## config.mk

```make
export PLATFORM = sky130hd
export DESIGN_NAME = rotary_decoder
export DESIGN_NICKNAME = d
export VERILOG_FILES = /design/src/rtl/rotary_pkg.sv /design/src/rtl/rot_filter.sv /design/src/rtl/rotary_decoder.sv
export SDC_FILE = /design/constraint.sdc
export NUM_CORES = 1
export LEC_CHECK = 0
export CAP_MARGIN = 25
export CORE_MARGIN = 5
export CORE_UTILIZATION = 58
export DETAILED_ROUTE_END_ITERATION = 8
export PLACE_DENSITY = 0.78
export SLEW_MARGIN = 20
export SYNTH_ARGS = -nofsm -noshare
export SYNTH_HDL_FRONTEND = slang
export SYNTH_SLANG_ARGS = --single-unit
```

## constraint.sdc

```tcl
create_clock -name clk -period 3.15 [get_ports clk]
set_clock_uncertainty 0.05 [all_clocks]
set_input_delay 0.315 -clock clk [delete_from_list [all_inputs] [get_ports clk]]
set_output_delay 0.315 -clock clk [all_outputs]
set_load 0.02 [all_outputs]
```

## src/rtl/rotary_pkg.sv

```systemverilog
// -----------------------------------------------------------------------------
// rotary_pkg
// Shared constants and helpers for the quadrature rotary-encoder front end.
//   DIR_CW / DIR_CCW   : encoding of rot_dir (A leads = CW = 0).
//   FILTER_CYCLES_DEF  : default debounce length in synchronised samples.
//   filt_cnt_w()       : bits needed to count 0..n inclusive.
// -----------------------------------------------------------------------------
package rotary_pkg;

  localparam logic DIR_CW  = 1'b0;
  localparam logic DIR_CCW = 1'b1;

  localparam int FILTER_CYCLES_DEF = 4;

  // Width of a counter that must be able to hold the value n.
  function automatic int filt_cnt_w(input int n);
    return $clog2(n + 1);
  endfunction

endpackage : rotary_pkg

```

## src/rtl/rot_filter.sv

```systemverilog
// -----------------------------------------------------------------------------
// rot_filter
// Two-flop synchroniser followed by a debounce filter for one encoder contact.
// The filtered output only follows the synchronised input after it has
// disagreed on FILTER_CYCLES consecutive clock edges; any agreeing sample
// restarts the count.
// Ports:
//   clk    in  system clock
//   rst_n  in  asynchronous active-low reset
//   raw    in  raw contact (asynchronous, bouncy)
//   filt   out debounced, synchronised contact level
// -----------------------------------------------------------------------------
module rot_filter
  import rotary_pkg::*;
#(
  parameter int FILTER_CYCLES = FILTER_CYCLES_DEF
) (
  input  logic clk,
  input  logic rst_n,
  input  logic raw,
  output logic filt
);

  localparam int             CW   = filt_cnt_w(FILTER_CYCLES);
  localparam logic [CW-1:0]  LAST = CW'(FILTER_CYCLES - 1);

  logic          sync_1;
  logic          sync_s;
  logic [CW-1:0] cnt;

  // NOTE: sequential state uses non-blocking assignments so every flop
  // samples pre-edge values; blocking here would collapse the sync chain.
  always_ff @(posedge clk or negedge rst_n) begin
    if (!rst_n) begin
      sync_1 <= 1'b0;
      sync_s <= 1'b0;
      filt   <= 1'b0;
      cnt    <= '0;
    end else begin
      sync_1 <= raw;
      sync_s <= sync_1;
      if (sync_s == filt) begin
        cnt <= '0;
      end else if (cnt >= LAST) begin
        // This edge is the FILTER_CYCLES-th consecutive disagreement.
        filt <= sync_s;
        cnt  <= '0;
      end else begin
        cnt <= cnt + CW'(1);
      end
    end
  end

endmodule : rot_filter

```

## src/rtl/rotary_decoder.sv

```systemverilog
// -----------------------------------------------------------------------------
// rotary_decoder
// Quadrature encoder front end: synchronise + debounce A/B, decode each detent
// into a rot_event level, a rot_step pulse and a rot_dir direction bit.
// Optional feature macro: ROT_STEP_COUNT_EN adds a signed detent counter.
// Ports:
//   clk        in   system clock
//   rst_n      in   asynchronous active-low reset
//   rot_a      in   raw contact A
//   rot_b      in   raw contact B
//   rot_event  out  high while the decoded "both closed" state holds
//   rot_dir    out  0 = clockwise (A leads), 1 = counter-clockwise (B leads)
//   rot_step   out  one-cycle pulse on the rot_event rising edge
//   step_count out  signed detent count, CNT_W bits (ROT_STEP_COUNT_EN only)
// -----------------------------------------------------------------------------
module rotary_decoder
  import rotary_pkg::*;
#(
  parameter int FILTER_CYCLES = FILTER_CYCLES_DEF
`ifdef ROT_STEP_COUNT_EN
  ,
  parameter int CNT_W = 8
`endif
) (
  input  logic             clk,
  input  logic             rst_n,
  input  logic             rot_a,
  input  logic             rot_b,
  output logic             rot_event,
  output logic             rot_dir,
  output logic             rot_step
`ifdef ROT_STEP_COUNT_EN
  ,
  output logic [CNT_W-1:0] step_count
`endif
);

  // Arming needs "both open" seen for longer than the filter plus
  // synchroniser can still be showing stale reset zeros; contacts held closed
  // through reset reach the filter outputs before this streak completes.
  localparam int            ARM_LAST = FILTER_CYCLES + 2;
  localparam int            AW       = filt_cnt_w(ARM_LAST);
  localparam logic [AW-1:0] ARM_END  = AW'(ARM_LAST);

  logic          f_a;
  logic          f_b;
  logic          q1;
  logic          q2;
  logic          armed;
  logic [AW-1:0] arm_cnt;

  rot_filter #(.FILTER_CYCLES(FILTER_CYCLES)) u_filt_a (
    .clk  (clk),
    .rst_n(rst_n),
    .raw  (rot_a),
    .filt (f_a)
  );

  rot_filter #(.FILTER_CYCLES(FILTER_CYCLES)) u_filt_b (
    .clk  (clk),
    .rst_n(rst_n),
    .raw  (rot_b),
    .filt (f_b)
  );

  logic both_closed;
  logic both_open;
  logic step_start;

  assign both_closed = f_a & f_b;
  assign both_open   = ~f_a & ~f_b;
  // q1 is about to rise: this edge latches the direction.
  assign step_start  = both_closed & ~q1 & armed;

  // Decode registers. q2 remembers which contact closed alone last; when
  // both change together it simply holds, so direction comes from history.
  always_ff @(posedge clk or negedge rst_n) begin
    if (!rst_n) begin
      q1 <= 1'b0;
      q2 <= 1'b0;
    end else begin
      if (both_closed)    q1 <= 1'b1;
      else if (both_open) q1 <= 1'b0;
      if (~f_a & f_b)     q2 <= 1'b1;
      else if (f_a & ~f_b) q2 <= 1'b0;
    end
  end

  always_ff @(posedge clk or negedge rst_n) begin
    if (!rst_n) begin
      armed   <= 1'b0;
      arm_cnt <= '0;
    end else if (!armed) begin
      if (!both_open) begin
        arm_cnt <= '0;
      end else if (arm_cnt == ARM_END) begin
        armed <= 1'b1;
      end else begin
        arm_cnt <= arm_cnt + AW'(1);
      end
    end
  end

  always_ff @(posedge clk or negedge rst_n) begin
    if (!rst_n) begin
      rot_dir   <= DIR_CW;
      rot_event <= 1'b0;
      rot_step  <= 1'b0;
    end else begin
      if (step_start) rot_dir <= q2;
      rot_event <= q1 & armed;
      rot_step  <= q1 & armed & ~rot_event;
    end
  end

`ifdef ROT_STEP_COUNT_EN
  always_ff @(posedge clk or negedge rst_n) begin
    if (!rst_n) begin
      step_count <= '0;
    end else if (rot_step) begin
      // Wraps modulo 2^CNT_W by construction.
      if (rot_dir == DIR_CW) step_count <= step_count + CNT_W'(1);
      else                   step_count <= step_count - CNT_W'(1);
    end
  end
`endif

endmodule : rotary_decoder

```

==> results of run 1 <==
how the worst max path moves through the flow:
| stage | from | endpoint | slack [ps] | depth (start not counted) |
|---|---|---|---|---|
| 6_report | rot_dir$_DFFE_PN0P_ | rot_dir | 1510 | 1 |
| 5_1_grt | rot_dir$_DFFE_PN0P_ | rot_dir | 1450 | 1 |
| 4_1_cts | rot_dir$_DFFE_PN0P_ | rot_dir | 1510 | 1 |
| 3_5_place_dp | u_filt_a.cnt[0]$_DFF_PN0_ | u_filt_a.filt$_DFFE_PN0P_ | 1580 | 4 |
| 3_3_place_gp | u_filt_a.cnt[0]$_DFF_PN0_ | u_filt_a.filt$_DFFE_PN0P_ | 1600 | 4 |
| 2_1_floorplan | u_filt_a.cnt[0]$_DFF_PN0_ | u_filt_a.filt$_DFFE_PN0P_ | 1640 | 4 |
kinds of logic (layout without fill, tap and decap cells):
logic type | Yosys count | after routing | synth area share, %
AND/OR/NAND/NOR | 14 | 14 | 9.83
adder cells (fa/ha/maj) | 9 | 9 | 12.5
multiplexers | 5 | 5 | 7.06
AO/OA/AOI/OAI | 8 | 8 | 7.48
buffers and inverters | 7 | 17 | 3.05
flip-flops | 21 | 21 | 58.2
XOR/XNOR | 2 | 2 | 1.94
metal layers:
| metal | vias up | track usage [%] | routed length (um) |
|---|---|---|---|
| li1 | 252 | - | - |
| met1 | 272 | 16.7 | 650 |
| met2 | 11 | 21.0 | 670 |
| met3 | 4 | 4.52 | 55 |
| met4 | 0 | 7.86 | 25 |
| met5 | - | 0 | 0 |
Yosys cell counts, drive strengths merged (2+ instances only):
library cell / number / share of area (%)
dfrtp: 21 / 58
ha: 9 / 12
inv: 6 / 2.5
mux2: 5 / 7.1
nor3: 4 / 2.2
a211o: 3 / 2.9
nor2b: 3 / 2.1
nor3b: 2 / 1.7
xnor2: 2 / 1.9
power breakdown:
group | internal (W) | total (W) | switching, W
registers | 0.000353 | 0.000431 | 0.0000784
logic | 0.000186 | 0.000338 | 0.000152
clock network | 0.0000493 | 0.000128 | 0.0000787
total | 0.000588 | 0.000897 | 0.000309
state kept, by name (all words and copies together) (netlist names):
signal	cells
arm_cnt	3
u_filt_a.cnt	3
u_filt_b.cnt	3
armed	1
q1	1
q2	1
rot_dir	1
rot_event	1
rot_step	1
u_filt_a.filt	1
u_filt_a.sync_1	1
u_filt_a.sync_s	1
u_filt_b.filt	1
u_filt_b.sync_1	1
u_filt_b.sync_s	1
layout make-up:
type                       instances  area (um^2)
fill                             103          469
clock buffer                       4         26.3
timing repair buffer               7         75.1
inverter                           6         22.5
multi-input combinational         38          350
tap                               16         20.0
sequential                        21          526
through the flow:
stage | instance area (um^2) | worst slack, ps
after floorplan | 903 | 1640
after global placement | 978 | 1600
after detailed placement | 978 | 1580
after CTS | 1000 | 1510
after global routing | 1020 | 1450
final | 1020 | 1510
cells in the final DEF, fill, tap and decap left out:
master           instances
a211o_1                  3
a21oi_1                  1
a22o_1                   1
a31o_1                   1
and2_1                   1
buf_8                    1
clkbuf_1                 1
clkbuf_4                 3
clkdlybuf4s50_1          6
dfrtp_1                 21
ha_1                     9
inv_1                    6
mux2_2                   3
mux2_4                   2
nand2_1                  1
nand3b_1                 1
nand4_1                  1
nand4bb_1                1
nor2b_1                  3
nor3_1                   4
nor3b_1                  2
o211ai_1                 1
o221a_2                  1
xnor2_1                  2
==> out/metrics.cfg, run 1 <==
[sta]
fmax_mhz=609
tns_ps=0
fin_crit_sh_pct=52.1
hold_viol=0
holdWs_ps=249
relSlewSlack_pct=72.3
rsz0062_at_grt=no
min_period_ps=1640
setup_viol=0
tightestPinTransition_ps=415
maxSlewViolCount=0

[setup_path]
crit_buf_inv=1
crit_path_top_delay_cell=clkdlybuf4s50_1
r2r_cells=4
worstPathCellList=clkdlybuf4s50_1
r2r_start=u_filt_a.cnt[0]$_DFF_PN0_
crit_type=register to output port
start_kind=register
critPathRequiredTime_ps=2780
critPathTopFamily=buffers and inverters
cp-end-kind=output port
cpPeakStageDelay_ps=610
cp_max_fo=2
rrSetupSlack_ps=1550
arrival_ps=1280
r2r_end=u_filt_a.filt$_DFFE_PN0P_

[synth]
syn_nets=79
synth_flop_cell=dfrtp_1
synth-seq-cells=21
synth_cell_types=21
async_flop_share_pct=100
synth_edf_count=0
syn_area_per_cell_um2=13.7
yosys_warnings=0
yosysSeqAreaShare_pct=58.2
postSynthCellCount=66
syn-cell-area_um2=903

[global_routing]
overflow=0
antenna_found_initial=0
grt_start_max_net_pins=22
grtUsageTotal_pct=13.7
grt_pass1_vias=559
grt_first_pass_wirelength_um=2500

[die]
initial_core_util_pct=60.7
die-area_mm2=0.00245
fp.dieW_um=49.5
die_h_um=49.5
io-pin-count=7
core_area_mm2=0.00149
row_count=14

[cts]
holdBufCountCts=0
tritoncts=built
cts_setup_buffers=0
clk_latency_ps=300
post_cts_resized=0
clkTransAtPathRegs_ps=110
ctsHtreeMaxLevel=1
root_buffer=clkbuf_4
cts_buffer_depth=2
cts_buffers=3
cts_num_sinks=21

[pwr]
p_total_w=0.000897
ir_worst_vdd_mv=0.495
power.density_mw_per_mm2=880
power_leakage_nw=0.495

[placed_design]
gp_congestion=0.654
port_buffers=6
placed_cells=87
dp_hpwl_um=884

[cells_and_area]
drive_gt1_share_pct=13.2
instances_no_fill=92
diodes=0
syn_to_final_growth_pct=12.9
postLayoutCoreUtil_pct=68.5
finalNetCount=90

[routing]
vias=539
drtPass1Iterations=3
wl_per_cell_um=15.2
postRouteAntennaNets=0
first_iter_violations=4
vias_per_cell=5.86
routed_wl_um=1400
drc=0

[outcome]
status=completed

[hold_path]
hold_class=input port to async pin

[flow_run]
max_cap_violations=0

Note: power is estimated with default switching activity, not from simulation.
==> run 2: changes to the inputs <==
--- a/config.mk
+++ b/config.mk
@@ -7,9 +7,9 @@
 export LEC_CHECK = 0
 export CAP_MARGIN = 25
 export CORE_MARGIN = 5
-export CORE_UTILIZATION = 58
+export CORE_UTILIZATION = 54
 export DETAILED_ROUTE_END_ITERATION = 8
-export PLACE_DENSITY = 0.78
+export PLACE_DENSITY = 0.74
 export SLEW_MARGIN = 20
 export SYNTH_ARGS = -nofsm -noshare
 export SYNTH_HDL_FRONTEND = slang
==> constraint.sdc (replaced) <==
create_clock -name clk -period 1.6 [get_ports clk]
set_clock_uncertainty 0.05 [all_clocks]
set_input_delay 0.16 -clock clk [delete_from_list [all_inputs] [get_ports clk]]
set_output_delay 0.16 -clock clk [all_outputs]
set_load 0.02 [all_outputs]
==> run 2 against run 1 <==
Net effect: cell area is 1.3% higher; critical endpoint is now u_filt_a.filt$_DFFE_PN0P_; via count is 8.3% lower; die area is 5.9% higher; total power is 98% higher; non-clock buffer count is 2 higher; cell count is 2.2% higher; hold slack worse by 120 ps; critical path depth is 3 higher; clock power is 99% higher; routed wire length is 14% lower; largest cell class unchanged; clock-buffer cell count is 1 lower; setup slack worse by 1500 ps.
==> out/metrics.cfg, run 2 (synthesis results as in run 1) <==
[cts]
root_buffer=clkbuf_4
clkTransAtPathRegs_ps=120  ; about the same
cts_num_sinks=21  ; unchanged
clk_latency_ps=310  ; about the same
ctsHtreeMaxLevel=1  ; unchanged
tritoncts=built
cts_buffers=3  ; unchanged
cts_buffer_depth=2  ; unchanged
holdBufCountCts=0  ; unchanged

[cells_and_area]
multi_input_area_um2=355  ; +1.4%
seq_area_um2=526  ; unchanged
design_area_mm2=0.00103  ; +1.3%
top_regs=arm_cnt x3, u_filt_a.cnt x3, u_filt_b.cnt x3
finalNetCount=92  ; +2.2%
layout_common_cells=dfrtp_1, ha_1, inv_1, clkdlybuf4s50_1
syn_to_final_growth_pct=14.4
mostFrequentLayoutCell=dfrtp_1
drive_gt1_share_pct=17.9  ; +4.8 points
diodes=0  ; unchanged
fill_cells=117  ; +14%

[die]
row_count=14  ; unchanged
core_area_mm2=0.00154  ; +3.5%
initial_core_util_pct=58.6  ; -2.1 points
die_h_um=50.9  ; +2.9%
io-pin-count=7  ; unchanged
fp.dieW_um=50.9  ; +2.9%
die-area_mm2=0.00259  ; +5.9%

[setup_path]
worstPathCellList=ha_1, ha_1, a211o_1, mux2_4
start_kind=register
crit_buf_inv=0  ; -1
cpMostUsedCell=ha_1
arrival_ps=1690  ; +410 ps
crit_path_top_delay_cell=dfrtp_1
critPathTopFamily=flip-flops
crit_type=register to register
critPathRequiredTime_ps=1750  ; -1030 ps
cp-end-kind=register
cpPeakStageDelay_ps=420  ; -190 ps
cp_max_fo=4  ; +2

[routing]
vias_per_cell=5.26  ; -10%
routed_wl_um=1210  ; -14%
first_iter_violations=0  ; -4
wl_per_cell_um=12.9  ; -15%
vias=494  ; -8.3%
postRouteAntennaNets=0  ; unchanged
drtPass1Iterations=1  ; -2
drc=0  ; unchanged

[global_routing]
grtUsageTotal_pct=10.7  ; -3.0 points
grt_start_max_net_pins=22  ; unchanged
antenna_found_initial=0  ; unchanged
overflow=0  ; unchanged
grt_pass1_vias=486  ; -13%
grt_first_pass_wirelength_um=2060  ; -18%

[sta]
fin_crit_sh_pct=96.6
rsz0062_at_grt=yes
tightestPinTransition_ps=321  ; -94.0 ps
tns_ps=0  ; unchanged
fmax_mhz=647
setup_viol=0  ; unchanged
relSlewSlack_pct=78.5  ; +6.2 points
hold_viol=0  ; unchanged
maxSlewViolCount=0  ; unchanged
min_period_ps=1540

[pwr]
power_leakage_nw=0.508  ; +2.5%
power.density_mw_per_mm2=1720  ; +96%
p_total_w=0.00178  ; +98%
ir_worst_vdd_mv=1.03  ; +110%

[outcome]
status=completed

[placed_design]
dpl_cell_area_um2=993  ; +1.5%
port_buffers=6  ; unchanged
gp_congestion=0.687  ; +5.0%
dp_hpwl_um=865  ; -2.2%

[flow_run]
max_cap_violations=0  ; unchanged

[hold_path]
hold_class=input port to async pin

## run 2: final timing paths
kind	startpoint	endpoint	slack, ps	cells past startpoint
min in group clk	rot_a	u_filt_a.sync_1$_DFF_PN0_	240	1
worst max-delay path	u_filt_a.cnt[0]$_DFF_PN0_	u_filt_a.filt$_DFFE_PN0P_	60	4
worst min-delay path	rst_n	u_filt_b.cnt[2]$_DFF_PN0_	130	2
max in group asynchronous	rst_n	u_filt_a.cnt[0]$_DFF_PN0_	1160	2
worst min register to register	u_filt_b.sync_1$_DFF_PN0_	u_filt_b.sync_s$_DFF_PN0_	310	0
worst max register to register	u_filt_a.cnt[0]$_DFF_PN0_	u_filt_a.filt$_DFFE_PN0P_	60	4
## run 2: stage by stage
stage | hold WS [ps] | util, % | instances | setup slack (ps)
final | 128 | 67.0 | 94 | 55.1
after global routing | 156 | 67.0 | 94 | -2.74
after CTS | 145 | 66.2 | 93 | 14.2
after detailed placement | 286 | 64.4 | 89 | 26.2
after global placement | 289 | 64.4 | 89 | 71.9
after floorplan | -186 | - | 66 | 88.4
## run 2: cell type report
| cell class | count | share of cell area [%] |
|---|---|---|
| tap | 16 | 1.94 |
| inverter | 6 | 2.18 |
| timing repair buffer | 9 | 7.99 |
| sequential | 21 | 50.8 |
| clock inverter | 1 | 0.484 |
| clock buffer | 3 | 2.18 |
| multi-input combinational | 38 | 34.4 |
## run 2: worst reg2reg max path: stages (launching register included)
cell     delay, ps
dfrtp_1        420
ha_1           210
ha_1           170
a211o_1        280
mux2_4         310
## run 2: timing repair
item | in CTS | in global routing
resized for setup | 0 | 1
setup endpoints to repair | 0 | 4
hold endpoints to repair | 0 | 0
setup buffers | 0 | 1
## run 2: layer usage
layer	global-route usage [%]	vias up	routed length, um	part of all wire, %
met2	14.7	11	497	41
li1	-	255	-	-
met4	3.83	0	0	0
met1	15.1	228	635	52
met5	0	-	0	0
met3	4.36	0	77	6.4
## run 2: power by group
part           total (W)  switching (W)  internal [W]
Clock           0.000255       0.000162     0.0000932
Sequential      0.000844       0.000149      0.000694
Combinational   0.000681       0.000289      0.000392
Total            0.00178       0.000600       0.00118
